<file path="config.mk">
export PLATFORM = sky130hd
export DESIGN_NAME = multicycle_ctrl_flat
export DESIGN_NICKNAME = d
export VERILOG_FILES = /design/src/rtl/cpu_pkg.sv /design/src/rtl/multicycle_ctrl_if.sv /design/src/rtl/alu_decode.sv /design/src/rtl/multicycle_ctrl.sv /design/src/flat_wrapper.sv
export SDC_FILE = /design/constraint.sdc
export NUM_CORES = 1
export LEC_CHECK = 0
export CAP_MARGIN = 20
export CORE_MARGIN = 2
export CORE_UTILIZATION = 50
export CTS_BUF_LIST = sky130_fd_sc_hd__clkbuf_4
export CTS_CLUSTER_DIAMETER = 80
export CTS_CLUSTER_SIZE = 30
export DETAILED_ROUTE_END_ITERATION = 7
export DONT_BUFFER_PORTS = 1
export SKIP_LAST_GASP = 1
export SLEW_MARGIN = 20
export SYNTH_ARGS = -nofsm -noshare
export SYNTH_HDL_FRONTEND = slang
export SYNTH_SLANG_ARGS = --single-unit
</file>
<file path="constraint.sdc">
create_clock -name clk -period 2.59 [get_ports clk]
set_clock_uncertainty 0.1 [all_clocks]
set_input_delay 0.518 -clock clk [delete_from_list [all_inputs] [get_ports clk]]
set_output_delay 0.518 -clock clk [all_outputs]
set_load 0.01 [all_outputs]
</file>
<file path="src/rtl/cpu_pkg.sv">
// cpu_pkg: shared FSM states, opcode/funct encodings, aluop codes and datapath select constants.
package cpu_pkg;
   localparam int OPCODE_W = 6;
   localparam int FUNCT_W  = 6;
   localparam int ALUOP_W  = 4;
   typedef enum logic [3:0] {
      S_FETCH, S_DECODE, S_EXEC_R, S_WB_R, S_EXEC_I, S_WB_I,
      S_MEM_ADDR, S_MEM_RD, S_WB_MEM, S_MEM_WR, S_BRANCH, S_JUMP
   } state_t;
   localparam logic [OPCODE_W-1:0] OP_RTYPE = 6'b000000;
   localparam logic [OPCODE_W-1:0] OP_LW    = 6'b100011;
   localparam logic [OPCODE_W-1:0] OP_SW    = 6'b101011;
   localparam logic [OPCODE_W-1:0] OP_ADDI  = 6'b001000;
   localparam logic [OPCODE_W-1:0] OP_BEQ   = 6'b000100;
   localparam logic [OPCODE_W-1:0] OP_BNE   = 6'b000101;
   localparam logic [OPCODE_W-1:0] OP_J     = 6'b000010;
   localparam logic [FUNCT_W-1:0] F_ADD  = 6'b100000;
   localparam logic [FUNCT_W-1:0] F_SUB  = 6'b100010;
   localparam logic [FUNCT_W-1:0] F_AND  = 6'b100100;
   localparam logic [FUNCT_W-1:0] F_OR   = 6'b100101;
   localparam logic [FUNCT_W-1:0] F_XOR  = 6'b100110;
   localparam logic [FUNCT_W-1:0] F_NOR  = 6'b100111;
   localparam logic [FUNCT_W-1:0] F_SLT  = 6'b101010;
   localparam logic [FUNCT_W-1:0] F_SLTU = 6'b101011;
   localparam logic [ALUOP_W-1:0] ALU_ADD  = 4'b0000;
   localparam logic [ALUOP_W-1:0] ALU_SUB  = 4'b0001;
   localparam logic [ALUOP_W-1:0] ALU_AND  = 4'b0100;
   localparam logic [ALUOP_W-1:0] ALU_OR   = 4'b0101;
   localparam logic [ALUOP_W-1:0] ALU_XOR  = 4'b0110;
   localparam logic [ALUOP_W-1:0] ALU_NOR  = 4'b0111;
   localparam logic [ALUOP_W-1:0] ALU_SLT  = 4'b1000;
   localparam logic [ALUOP_W-1:0] ALU_SLTU = 4'b1001;
   localparam logic       SRC_A_PC     = 1'b0;
   localparam logic       SRC_A_REG    = 1'b1;
   localparam logic [1:0] SRC_B_REG    = 2'b00;
   localparam logic [1:0] SRC_B_FOUR   = 2'b01;
   localparam logic [1:0] SRC_B_IMM    = 2'b10;
   localparam logic [1:0] SRC_B_IMM_SH = 2'b11;
   localparam logic [1:0] PC_ALU       = 2'b00;
   localparam logic [1:0] PC_TGT       = 2'b01;
   localparam logic [1:0] PC_JUMP      = 2'b10;
   typedef struct packed {
      logic [ALUOP_W-1:0] aluop;
      logic               alu_src_a;
      logic [1:0]         alu_src_b;
      logic [1:0]         pc_src;
      logic               pc_write;
      logic               ir_write;
      logic               tgt_write;
      logic               iord;
      logic               mem_read;
      logic               mem_write;
      logic               reg_write;
      logic               reg_dst;
      logic               mem_to_reg;
      logic               illegal_op;
   } ctrl_t;
endpackage

</file>
<file path="src/rtl/multicycle_ctrl_if.sv">
// multicycle_ctrl_if: instruction fields and status in, control strobes and selects out.
interface multicycle_ctrl_if import cpu_pkg::*; ();
   logic [OPCODE_W-1:0] opcode;
   logic [FUNCT_W-1:0]  funct;
   logic                flag;
   logic                mem_ready;
   logic [ALUOP_W-1:0]  aluop;
   logic                alu_src_a;
   logic [1:0]          alu_src_b;
   logic [1:0]          pc_src;
   logic                pc_write;
   logic                ir_write;
   logic                tgt_write;
   logic                iord;
   logic                mem_read;
   logic                mem_write;
   logic                reg_write;
   logic                reg_dst;
   logic                mem_to_reg;
   logic                illegal_op;
   modport master (
      input  opcode, funct, flag, mem_ready,
      output aluop, alu_src_a, alu_src_b, pc_src, pc_write, ir_write, tgt_write,
             iord, mem_read, mem_write, reg_write, reg_dst, mem_to_reg, illegal_op
   );
   modport slave (
      output opcode, funct, flag, mem_ready,
      input  aluop, alu_src_a, alu_src_b, pc_src, pc_write, ir_write, tgt_write,
             iord, mem_read, mem_write, reg_write, reg_dst, mem_to_reg, illegal_op
   );
endinterface

</file>
<file path="src/rtl/alu_decode.sv">
// alu_decode: R-type funct to aluop; unknown funct flags illegal and falls back to ADD.
module alu_decode import cpu_pkg::*; (
   input  logic [FUNCT_W-1:0] funct,
   output logic [ALUOP_W-1:0] aluop,
   output logic               illegal
);
   always_comb begin
      aluop   = ALU_ADD;
      illegal = 1'b0;
      case (funct)
         F_ADD:   aluop = ALU_ADD;
         F_SUB:   aluop = ALU_SUB;
         F_AND:   aluop = ALU_AND;
         F_OR:    aluop = ALU_OR;
         F_XOR:   aluop = ALU_XOR;
         F_NOR:   aluop = ALU_NOR;
         F_SLT:   aluop = ALU_SLT;
         F_SLTU:  aluop = ALU_SLTU;
         default: illegal = 1'b1;
      endcase
   end
endmodule

</file>
<file path="src/rtl/multicycle_ctrl.sv">
// multicycle_ctrl: multicycle CPU control FSM; Moore outputs except mem_ready/flag-gated PC and IR loads.
module multicycle_ctrl import cpu_pkg::*; (
   input  logic              clk,
   input  logic              reset,
   multicycle_ctrl_if.master bus
);
   state_t             state_q, state_d;
   ctrl_t              c, o;
   logic [ALUOP_W-1:0] r_aluop;
   logic               r_illegal;
   alu_decode u_alu_decode (.funct(bus.funct), .aluop(r_aluop), .illegal(r_illegal));
   always_ff @(posedge clk) begin
      if (reset) state_q <= S_FETCH;
      else       state_q <= state_d;
   end
   always_comb begin
      c       = '0;
      state_d = state_q;
      case (state_q)
         S_FETCH: begin
            c.mem_read  = 1'b1;
            c.alu_src_a = SRC_A_PC;
            c.alu_src_b = SRC_B_FOUR;
            c.pc_src    = PC_ALU;
            c.ir_write  = bus.mem_ready;
            c.pc_write  = bus.mem_ready;
            state_d     = bus.mem_ready ? S_DECODE : S_FETCH;
         end
         S_DECODE: begin
            c.alu_src_a = SRC_A_PC;
            c.alu_src_b = SRC_B_IMM_SH;
            c.tgt_write = 1'b1;
            case (bus.opcode)
               OP_RTYPE:     state_d = S_EXEC_R;
               OP_LW, OP_SW: state_d = S_MEM_ADDR;
               OP_ADDI:      state_d = S_EXEC_I;
               OP_BEQ, OP_BNE: state_d = S_BRANCH;
               OP_J:         state_d = S_JUMP;
               default: begin
                  c.illegal_op = 1'b1;
                  state_d      = S_FETCH;
               end
            endcase
         end
         S_EXEC_R: begin
            c.alu_src_a  = SRC_A_REG;
            c.alu_src_b  = SRC_B_REG;
            c.aluop      = r_aluop;
            c.illegal_op = r_illegal;
            state_d      = r_illegal ? S_FETCH : S_WB_R;
         end
         S_WB_R: begin
            c.reg_write = 1'b1;
            c.reg_dst   = 1'b1;
            state_d     = S_FETCH;
         end
         S_EXEC_I, S_MEM_ADDR: begin
            c.alu_src_a = SRC_A_REG;
            c.alu_src_b = SRC_B_IMM;
            state_d     = state_q == S_EXEC_I ? S_WB_I : bus.opcode == OP_SW ? S_MEM_WR : S_MEM_RD;
         end
         S_WB_I: begin
            c.reg_write = 1'b1;
            state_d     = S_FETCH;
         end
         S_MEM_RD: begin
            c.mem_read = 1'b1;
            c.iord     = 1'b1;
            state_d    = bus.mem_ready ? S_WB_MEM : S_MEM_RD;
         end
         S_WB_MEM: begin
            c.reg_write  = 1'b1;
            c.mem_to_reg = 1'b1;
            state_d      = S_FETCH;
         end
         S_MEM_WR: begin
            c.mem_write = 1'b1;
            c.iord      = 1'b1;
            state_d     = bus.mem_ready ? S_FETCH : S_MEM_WR;
         end
         S_BRANCH: begin
            c.alu_src_a = SRC_A_REG;
            c.alu_src_b = SRC_B_REG;
            c.aluop     = ALU_SUB;
            c.pc_src    = PC_TGT;
            c.pc_write  = bus.opcode == OP_BNE ? !bus.flag : bus.flag;
            state_d     = S_FETCH;
         end
         S_JUMP: begin
            c.pc_src   = PC_JUMP;
            c.pc_write = 1'b1;
            state_d    = S_FETCH;
         end
         default: state_d = S_FETCH;
      endcase
   end
   // Reset kills every request/strobe in the same cycle, even mid memory wait.
   assign o              = reset ? '0 : c;
   assign bus.aluop      = o.aluop;
   assign bus.alu_src_a  = o.alu_src_a;
   assign bus.alu_src_b  = o.alu_src_b;
   assign bus.pc_src     = o.pc_src;
   assign bus.pc_write   = o.pc_write;
   assign bus.ir_write   = o.ir_write;
   assign bus.tgt_write  = o.tgt_write;
   assign bus.iord       = o.iord;
   assign bus.mem_read   = o.mem_read;
   assign bus.mem_write  = o.mem_write;
   assign bus.reg_write  = o.reg_write;
   assign bus.reg_dst    = o.reg_dst;
   assign bus.mem_to_reg = o.mem_to_reg;
   assign bus.illegal_op = o.illegal_op;
endmodule

</file>
<file path="src/flat_wrapper.sv">
// flat-port wrapper written by rule: the top's interface ports become plain ports
module multicycle_ctrl_flat import cpu_pkg::*;
  (clk, reset, bus_opcode, bus_funct, bus_flag, bus_mem_ready, bus_aluop, bus_alu_src_a, bus_alu_src_b, bus_pc_src, bus_pc_write, bus_ir_write, bus_tgt_write, bus_iord, bus_mem_read, bus_mem_write, bus_reg_write, bus_reg_dst, bus_mem_to_reg, bus_illegal_op);
  multicycle_ctrl_if bus_i ();
  input  logic clk;
  input  logic reset;
  input wire logic [$bits(bus_i.opcode)-1:0] bus_opcode;
  input wire logic [$bits(bus_i.funct)-1:0] bus_funct;
  input wire logic [$bits(bus_i.flag)-1:0] bus_flag;
  input wire logic [$bits(bus_i.mem_ready)-1:0] bus_mem_ready;
  output wire logic [$bits(bus_i.aluop)-1:0] bus_aluop;
  output wire logic [$bits(bus_i.alu_src_a)-1:0] bus_alu_src_a;
  output wire logic [$bits(bus_i.alu_src_b)-1:0] bus_alu_src_b;
  output wire logic [$bits(bus_i.pc_src)-1:0] bus_pc_src;
  output wire logic [$bits(bus_i.pc_write)-1:0] bus_pc_write;
  output wire logic [$bits(bus_i.ir_write)-1:0] bus_ir_write;
  output wire logic [$bits(bus_i.tgt_write)-1:0] bus_tgt_write;
  output wire logic [$bits(bus_i.iord)-1:0] bus_iord;
  output wire logic [$bits(bus_i.mem_read)-1:0] bus_mem_read;
  output wire logic [$bits(bus_i.mem_write)-1:0] bus_mem_write;
  output wire logic [$bits(bus_i.reg_write)-1:0] bus_reg_write;
  output wire logic [$bits(bus_i.reg_dst)-1:0] bus_reg_dst;
  output wire logic [$bits(bus_i.mem_to_reg)-1:0] bus_mem_to_reg;
  output wire logic [$bits(bus_i.illegal_op)-1:0] bus_illegal_op;
  assign bus_i.opcode = bus_opcode;
  assign bus_i.funct = bus_funct;
  assign bus_i.flag = bus_flag;
  assign bus_i.mem_ready = bus_mem_ready;
  assign bus_aluop = bus_i.aluop;
  assign bus_alu_src_a = bus_i.alu_src_a;
  assign bus_alu_src_b = bus_i.alu_src_b;
  assign bus_pc_src = bus_i.pc_src;
  assign bus_pc_write = bus_i.pc_write;
  assign bus_ir_write = bus_i.ir_write;
  assign bus_tgt_write = bus_i.tgt_write;
  assign bus_iord = bus_i.iord;
  assign bus_mem_read = bus_i.mem_read;
  assign bus_mem_write = bus_i.mem_write;
  assign bus_reg_write = bus_i.reg_write;
  assign bus_reg_dst = bus_i.reg_dst;
  assign bus_mem_to_reg = bus_i.mem_to_reg;
  assign bus_illegal_op = bus_i.illegal_op;
  multicycle_ctrl u_core (.clk(clk), .reset(reset), .bus(bus_i));
endmodule
</file>
======== Yosys cells after proc, flatten, opt, wreduce, memory -nomap -nowiden ========
Cells that the tools add are included.
word-level totals
  flip-flop bits (word level) ............. 4
  input bits .............................. 16
  output and inout bits ................... 19
cells by class
  reductions and logical operators ........ 12
  multiplexer cells ....................... 25
  equality and inequality tests ........... 25
operators with widths
  operator              number
  $eq A6 B6 Y1 const B  10
  $pmux W4 S7           1
  $pmux W4 S6           1
  $pmux W4 S5           1
  $mux W19              1
  $eq A4 B3 Y1 const B  4
  $eq A4 B4 Y1 const B  4
  $mux W4               4
  $eq A6 B3 Y1 const B  2
  $mux W1               12
  $pmux W3 S4           1
  $reduce_or A2 Y1      6
  $pmux W3 S3           1
  $eq A4 B2 Y1 const B  2
  $pmux W4 S2           1
  $reduce_or A8 Y1      1
  $reduce_or A7 Y1      1
  $eq A6 B2 Y1 const B  1
  $eq A6 B4 Y1 const B  1
  $logic_not A6 Y1      1
  $eq A4 B1 Y1 const B  1
  $logic_not A4 Y1      1
  $reduce_or A3 Y1      1
  $mux W2               1
  other kinds (2)       2

======== Longest topological paths before layout ========
Gate-level depths: netlist of run 1.
  word-level depth ........................ 5
  gate-level depth with buffers ........... 6
  gate-level depth less buffers ........... 5

======== Cells and area by module ========
From an unflattened synthesis of run 1, not the netlist that was laid out.
second synthesis, totals
  cell total of the unflattened synthesis .. 112
  area total of the unflattened synthesis .. 708.2 sq um
modules (own cells, without submodules)
  module           cells each  area an instance (sq um)  seq. area each (sq um)  times used
  multicycle_ctrl  101         620.6                     80.1                    1
  alu_decode       11          87.6                      0.0                     1

======== Least setup slack after synthesis of run 1 ========
No wires, ideal clock.
  kind .................................... input to output
  start point ............................. input reset
  end point ............................... output bus_aluop[1]
  arrival time ............................ 1756 ps
  stages on the path ...................... 5
  setup slack ............................. 216 ps
  buffers on the path ..................... 2
  data required time ...................... 1972 ps
  cell sequence ........................... clkbuf_1 > or3_1 > clkbuf_1 > nor4_2 > and2_1
between the ends
  longest elaborated chain between the ends .. 1
RTL lines
  what         line                   source
  from (decl)  flat_wrapper.sv:6      input logic reset;
  $mux W19     multicycle_ctrl.sv:98  assign o = reset ? '0 : c;
  to (decl)    flat_wrapper.sv:11     output wire logic [$bits(bus_i.aluop)-1:0] bus_aluop;
No other way between the ends.

======== Final worst setup path of run 1 ========
  start point ............................. register u_core.state_q[2]
  end point ............................... output bus_iord
between the ends
  longest elaborated chain between the ends .. 4
  elaborated cells between the ends (all ways) .. 5
RTL lines
  what                                          line                   source
  from (decl)                                   multicycle_ctrl.sv:7   state_t state_q, state_d;
  from (signal assigned)                        multicycle_ctrl.sv:14  else state_q <= state_d;
  $eq A4 B3 Y1 or $eq A4 B4 Y1 (tied branches)  multicycle_ctrl.sv:19  case (state_q)
  $reduce_or A2 Y1 (no source line) *           -
  $mux W1 *                                     multicycle_ctrl.sv:19
  $mux W19 *                                    multicycle_ctrl.sv:98
  to (decl)                                     flat_wrapper.sv:18     output wire logic [$bits(bus_i.iord)-1:0] bus_iord;
Every way passes the cells marked *; elsewhere a longest branch is shown, timed or not.

==> flow_metrics.env, run 1 <==
export IMPL_critPathKind="flop to output port"
export IMPL_status="finished clean"
export IMPL_h_tree_depth=1
export IMPL_maxSlewHeadroom_pct=64.3
export IMPL_arrival_ps=1800
export IMPL_reg2reg_depth=5
export IMPL_finalNonFillerCells=126
export IMPL_antenna_found_initial=0
export IMPL_route_final_wire_length_um=1910
export IMPL_cts_tree="yes"
export IMPL_leakagePower_nw=0.227
export IMPL_core_area_mm2=0.00130
export IMPL_hold_viol=0
export IMPL_vias_per_cell=6.56
export IMPL_timing_rr_end="u_core.state_q[0]$_SDFF_PP0_"
export IMPL_clkTransAtPathRegs_ps=40
export IMPL_cts_sinks=4
export IMPL_placed_cell_area_um2=728
export IMPL_powerDensity_mw_per_mm2=315
export IMPL_ys_warn_count=0
export IMPL_grt_use_total_pct=22.8
export IMPL_largestRegisters="u_core.state_q x4"
export IMPL_worstHoldEndpoint="u_core.state_q[0]$_SDFF_PP0_"
export IMPL_dr_pass1_iters=4
export IMPL_synth_ff_type="dfxtp_1"
export IMPL_synth_edff_count=0
export IMPL_end_kind="output port"
export IMPL_cp_required_ps=1970
export IMPL_final_nets=129
export IMPL_regToRegStartpoint="u_core.state_q[2]$_SDFF_PP0_"
export IMPL_grt_pass1_vias=635
export IMPL_grt_overflow=0
export IMPL_largest_register_ffs=4
export IMPL_synth_cells=110
export IMPL_r2r_setup_slack_ps=920
export IMPL_ctsRootBufferMaster="clkbuf_4"
export IMPL_post_route_period_util_pct=93.2
export IMPL_syn_nets=126
export IMPL_io_buffer_count=0
export IMPL_syn_area_um2=698
export IMPL_area_growth_pct=7.53
export IMPL_maxCapViolations=0
export IMPL_post_drt_wl_per_cell_um=15.2
export IMPL_top_register="u_core.state_q"
export IMPL_whs_path_depth=3
export IMPL_vias=826
export IMPL_drive_gt1_share_pct=10.8
export IMPL_grt_pass1_wl_um=2640
export IMPL_min_path_type="input pin to flop"
export IMPL_rsz0062_at_grt="no"
export IMPL_finalSetupViolCount=0
export IMPL_die_y_um=41.4
export IMPL_drtIter0Drc=24
export IMPL_seqCellArea_um2=80.1
export IMPL_clock_fmax_ghz=0.414
export IMPL_synth_seq_area_share_pct=11.5
export IMPL_fin_area_um2=751
export IMPL_num_fill_cells=140
export IMPL_clock_path_buffers=2
export IMPL_gp_congestion=0.851
export IMPL_ys_ff_latch=4
export IMPL_crit_chain="inv_1 > nor2_1 > nand2_1 > o21a_1 > nor3_1"
export IMPL_worstPathMaxFanout=14
export IMPL_min_period_ps=2410
export IMPL_clock_latency_ps=240
export IMPL_irDropWorstVdd_uv=362
export IMPL_ys_async_sr_fraction_pct=0
export IMPL_die_w_um=41.4
export IMPL_slowest_delay_ps=610
export IMPL_drc=0
export IMPL_slowest_stage="dfxtp_1"
export IMPL_setup_tns_ps=0
export IMPL_multi_input_area_um2=584
export IMPL_postCtsSetupRepairBufs=0
export IMPL_power_mw=0.236
export IMPL_initial_core_util_pct=53.7
export IMPL_drv_slew=0
export IMPL_syn_avg_cell_area_um2=6.35
export IMPL_synthDistinctLibCells=41
export IMPL_antenna_left=0
export IMPL_placed_cells=123
export IMPL_post_cts_resized=0
export IMPL_hold_buffers=0
export IMPL_worst_pin_slew_ps=530
export IMPL_dieArea_mm2=0.00171
export IMPL_grt_max_degree=15
export IMPL_num_antenna_cells=0
export IMPL_rows=13
export IMPL_crit_path_start_kind="flop"
export IMPL_worstHoldStart="bus_mem_ready"
export IMPL_num_io_pins=35
export IMPL_cts_inserted_buffers=3
export IMPL_dp_hpwl_um=1440
-- worst max path at each step --
| stage | startpoint | slack (ps) | to | depth (start not counted) |
|---|---|---|---|---|
| 3_5_place_dp | bus_opcode[1] | 210 | bus_pc_write | 5 |
| 4_1_cts | u_core.state_q[2]$_SDFF_PP0_ | 190 | bus_iord | 5 |
| 3_3_place_gp | bus_opcode[1] | 230 | bus_pc_write | 5 |
| 5_1_grt | u_core.state_q[2]$_SDFF_PP0_ | 40 | bus_iord | 5 |
| 6_report | u_core.state_q[2]$_SDFF_PP0_ | 180 | bus_iord | 5 |
| 2_1_floorplan | reset | 220 | bus_aluop[1] | 5 |
-- Yosys cell counts (3+ instances only) --
cell type / n / share of area [%]
a21oi_1: 10 / 7.2
clkbuf_1: 6 / 3.2
dfxtp_1: 4 / 11
nand2_1: 10 / 5.4
nand2b_1: 5 / 4.5
nor2_1: 21 / 11
nor3_1: 5 / 3.6
nor4_1: 4 / 3.6
o21a_1: 3 / 3.2
-- layout by cell type, fill, tap and decap left out, types with 3 or more instances in the layout --
| cell | instances |
|---|---|
| a21oi_1 | 10 |
| buf_4 | 5 |
| clkbuf_4 | 3 |
| dfxtp_1 | 4 |
| nand2_1 | 10 |
| nand2b_1 | 5 |
| nor2_1 | 21 |
| nor3_1 | 5 |
| nor4_1 | 4 |
| o21a_1 | 3 |
-- report_power, final --
part | switching [mW] | internal (mW)
logic | 0.0505 | 0.0342
clock network | 0.0271 | 0.0519
registers | 0.00742 | 0.0650
total | 0.0850 | 0.151
-- stage by stage --
step,util (%),hold WS (ps),setup WS (ps)
after floorplan,-,537,216
after global placement,56.0,490,230
after detailed placement,56.0,491,215
after CTS,57.7,427,193
after global routing,57.7,440,40.7
final,57.7,432,177
-- critical path: cells and delay by family (launching register included) --
family	cells	cell delay, ps
DFF	1	610
and+or+nand+nor	3	620
buffers and inverters	1	200
AOI/OAI and AO/OA	1	130
-- per-layer routing --
layer | up-vias | share of wire [%] | GRT usage [%]
li1 | 410 | - | -
met1 | 383 | 46 | 30.1
met2 | 33 | 46 | 38.3
met3 | 0 | 7.7 | 5.85
met4 | 0 | 0 | 2.42
met5 | - | 0 | 0
-- cell families after synthesis --
family	Yosys count	share of synthesized area (%)
buffers and inverters	9	4.84
adders and majority gates	1	1.43
AOI/OAI and AO/OA	28	27.1
xor gates and xnor gates	2	2.51
muxes	2	2.87
DFF	4	11.5
and+or+nand+nor	64	49.8
-- final cells by class --
class | count | area share (%)
clock buffer | 3 | 3.00
inverter | 2 | 1.00
multi-input combinational | 97 | 77.8
sequential | 4 | 10.7
tap | 15 | 2.50
timing repair buffer | 5 | 5.00
(Power assumes the default switching activity.)
==> inputs of run 2 (changes only) <==
--- a/config.mk
+++ b/config.mk
@@ -9,3 +9,3 @@
 export CORE_MARGIN = 2
-export CORE_UTILIZATION = 50
+export CORE_UTILIZATION = 40
 export CTS_BUF_LIST = sky130_fd_sc_hd__clkbuf_4
@@ -15,2 +15,3 @@
 export DONT_BUFFER_PORTS = 1
+export RECOVER_POWER = 100
 export SKIP_LAST_GASP = 1
--- a/constraint.sdc
+++ b/constraint.sdc
@@ -4,2 +4,2 @@
 set_output_delay 0.518 -clock clk [all_outputs]
-set_load 0.01 [all_outputs]
+set_load 0.05 [all_outputs]
==> run 2 against run 1 <==
Against the previous run:
- design area is 17% higher
- non-clock buffer count rose by 16
- sequential share of layout area is 1.5 points lower
- worst setup slack lost 47 ps
- final cell count is 14% higher
- critical path depth is the same
- first-iteration DRC count grew 25%
- clock-buffer cell count unchanged
- global-route usage down 2.7 points
- die area rose by 22%
==> flow_metrics.env, run 2 (same netlist as run 1, synthesis figures left out) <==
export IMPL_status="finished clean"
export IMPL_timing_rr_end="u_core.state_q[2]$_SDFF_PP0_"
export IMPL_final_util_pct=51.9
export IMPL_antenna_left=0
export IMPL_vias=875
export IMPL_setup_slack_ps=130
export IMPL_cp_required_ps=1970
export IMPL_area_growth_pct=25.4
export IMPL_largest_register_ffs=4
export IMPL_clock_fmax_ghz=0.406
export IMPL_cts_tree="yes"
export IMPL_worstHoldStart="bus_mem_ready"
export IMPL_grt_use_total_pct=20.1
export IMPL_finalSetupViolCount=0
export IMPL_min_path_type="input pin to flop"
export IMPL_fin_area_um2=876
export IMPL_pwr_share_seq_pct=25.8
export IMPL_route_final_wire_length_um=2020
export IMPL_num_antenna_cells=0
export IMPL_worstHoldEndpoint="u_core.state_q[0]$_SDFF_PP0_"
export IMPL_hold_viol=0
export IMPL_h_tree_depth=1
export IMPL_dieArea_mm2=0.00210
export IMPL_grt_max_degree=16
export IMPL_gp_congestion=0.811
export IMPL_ctsRootBufferMaster="clkbuf_4"
export IMPL_pwr_share_comb_pct=46.7
export IMPL_final_cell_mix="20 x nor2_1, 14 x clkbuf_2, 10 x nand2_1, 10 x a21oi_1, 6 x buf_4"
export IMPL_maxSlewHeadroom_pct=61.0
export IMPL_rsz0062_at_grt="no"
export IMPL_num_io_pins=35
export IMPL_end_kind="output port"
export IMPL_final_common_cell="nor2_1"
export IMPL_maxCapViolations=0
export IMPL_grt_overflow=0
export IMPL_grt_pass1_wl_um=3170
export IMPL_hold_ws_ps=439
export IMPL_cts_sinks=4
export IMPL_p_int_mw=0.159
export IMPL_clkTransAtPathRegs_ps=40
export IMPL_hold_buffers=0
export IMPL_power_frac_clock_pct=27.5
export IMPL_min_period_ps=2460
export IMPL_antenna_found_initial=0
export IMPL_rows=15
export IMPL_slowest_delay_ps=530
export IMPL_dr_pass1_iters=4
export IMPL_top_register="u_core.state_q"
export IMPL_clock_path_buffers=2
export IMPL_p_sw_mw=0.122
export IMPL_placed_cell_area_um2=893
export IMPL_worst_pin_slew_ps=587
export IMPL_cts_inserted_buffers=3
export IMPL_final_nets=145
export IMPL_regToRegStartpoint="u_core.state_q[1]$_SDFF_PP0_"
export IMPL_core_area_mm2=0.00169
export IMPL_postCtsSetupRepairBufs=0
export IMPL_post_cts_resized=0
export IMPL_reg2reg_depth=4
export IMPL_die_y_um=45.8
export IMPL_dp_hpwl_um=1570
export IMPL_crit_path_start_kind="input pin"
export IMPL_post_drt_wl_per_cell_um=14.0
export IMPL_critPathKind="input pin to output port"
export IMPL_worstPathMaxFanout=7
export IMPL_dp_slack_ps=123
export IMPL_switching_share_pct=43.5
export IMPL_setup_tns_ps=0
export IMPL_whs_path_depth=3
export IMPL_largestRegisters="u_core.state_q x4"
export IMPL_num_fill_cells=182
export IMPL_powerDensity_mw_per_mm2=321
export IMPL_arrival_ps=1840
export IMPL_vias_per_cell=6.08
export IMPL_slowest_stage="or4b_4"
export IMPL_grt_pass1_vias=731
export IMPL_r2r_setup_slack_ps=950
export IMPL_crit_chain="or4b_4 > nor3b_2 > xnor2_1 > nand2_1 > a31o_2"
export IMPL_io_buffer_count=0
export IMPL_irDropWorstVdd_uv=234
export IMPL_die_w_um=45.8
export IMPL_initial_core_util_pct=41.3
export IMPL_post_route_period_util_pct=95.0
export IMPL_clock_latency_ps=230
export IMPL_drc=0
export IMPL_drive_gt1_share_pct=27.6
export IMPL_drv_slew=0
export IMPL_drtIter0Drc=30
export IMPL_leakagePower_nw=0.309
==> run 2: per-stage QoR <==
stage	power [mW]	std cells
after floorplan	0.180	110
after global placement	0.208	141
after detailed placement	0.209	141
after CTS	0.289	144
after global routing	0.303	144
final	0.281	144
==> run 2: layout make-up <==
cell class | instances | area [µm²] | share of cell area (%)
Multi-Input combinational cell | 97 | 626 | 71.4
Timing Repair Buffer | 21 | 119 | 13.6
Sequential cell | 4 | 80.1 | 9.14
Clock buffer | 3 | 22.5 | 2.57
Tap cell | 17 | 21.3 | 2.43
Inverter | 2 | 7.51 | 0.857
==> run 2: worst max-delay path by stage <==
stage / start / end / slack, ps / cells after the start
final: bus_opcode[1] / bus_pc_write / 130 / 5
after global routing: u_core.state_q[1]$_SDFF_PP0_ / bus_aluop[1] / 60 / 3
after CTS: bus_opcode[1] / bus_pc_write / 120 / 5
after detailed placement: bus_opcode[1] / bus_pc_write / 120 / 5
after global placement: bus_opcode[1] / bus_pc_write / 130 / 5
after floorplan: reset / bus_aluop[3] / -140 / 4
==> run 2: power by group through the flow <==
stage / sequential, mW / combinational (mW) / clock, mW
finish: 0.0724 / 0.131 / 0.0772
floorplan: 0.0691 / 0.111 / 0
CTS: 0.0724 / 0.136 / 0.0809
global placement: 0.0736 / 0.135 / 0
detailed placement: 0.0735 / 0.136 / 0
global route: 0.0734 / 0.141 / 0.0884
==> run 2: routing by layer <==
metal / global-route usage [%] / wire length (µm)
met4: 0 / 0
met3: 6.35 / 142
met5: 0 / 0
met2: 32.1 / 909
met1: 28.3 / 963
==> run 2: critical path, delay by kind of cell <==
family	cells	cell delay (ps)
AOI/OAI and AO/OA	1	360
and+or+nand+nor	3	820
xor gates and xnor gates	1	140
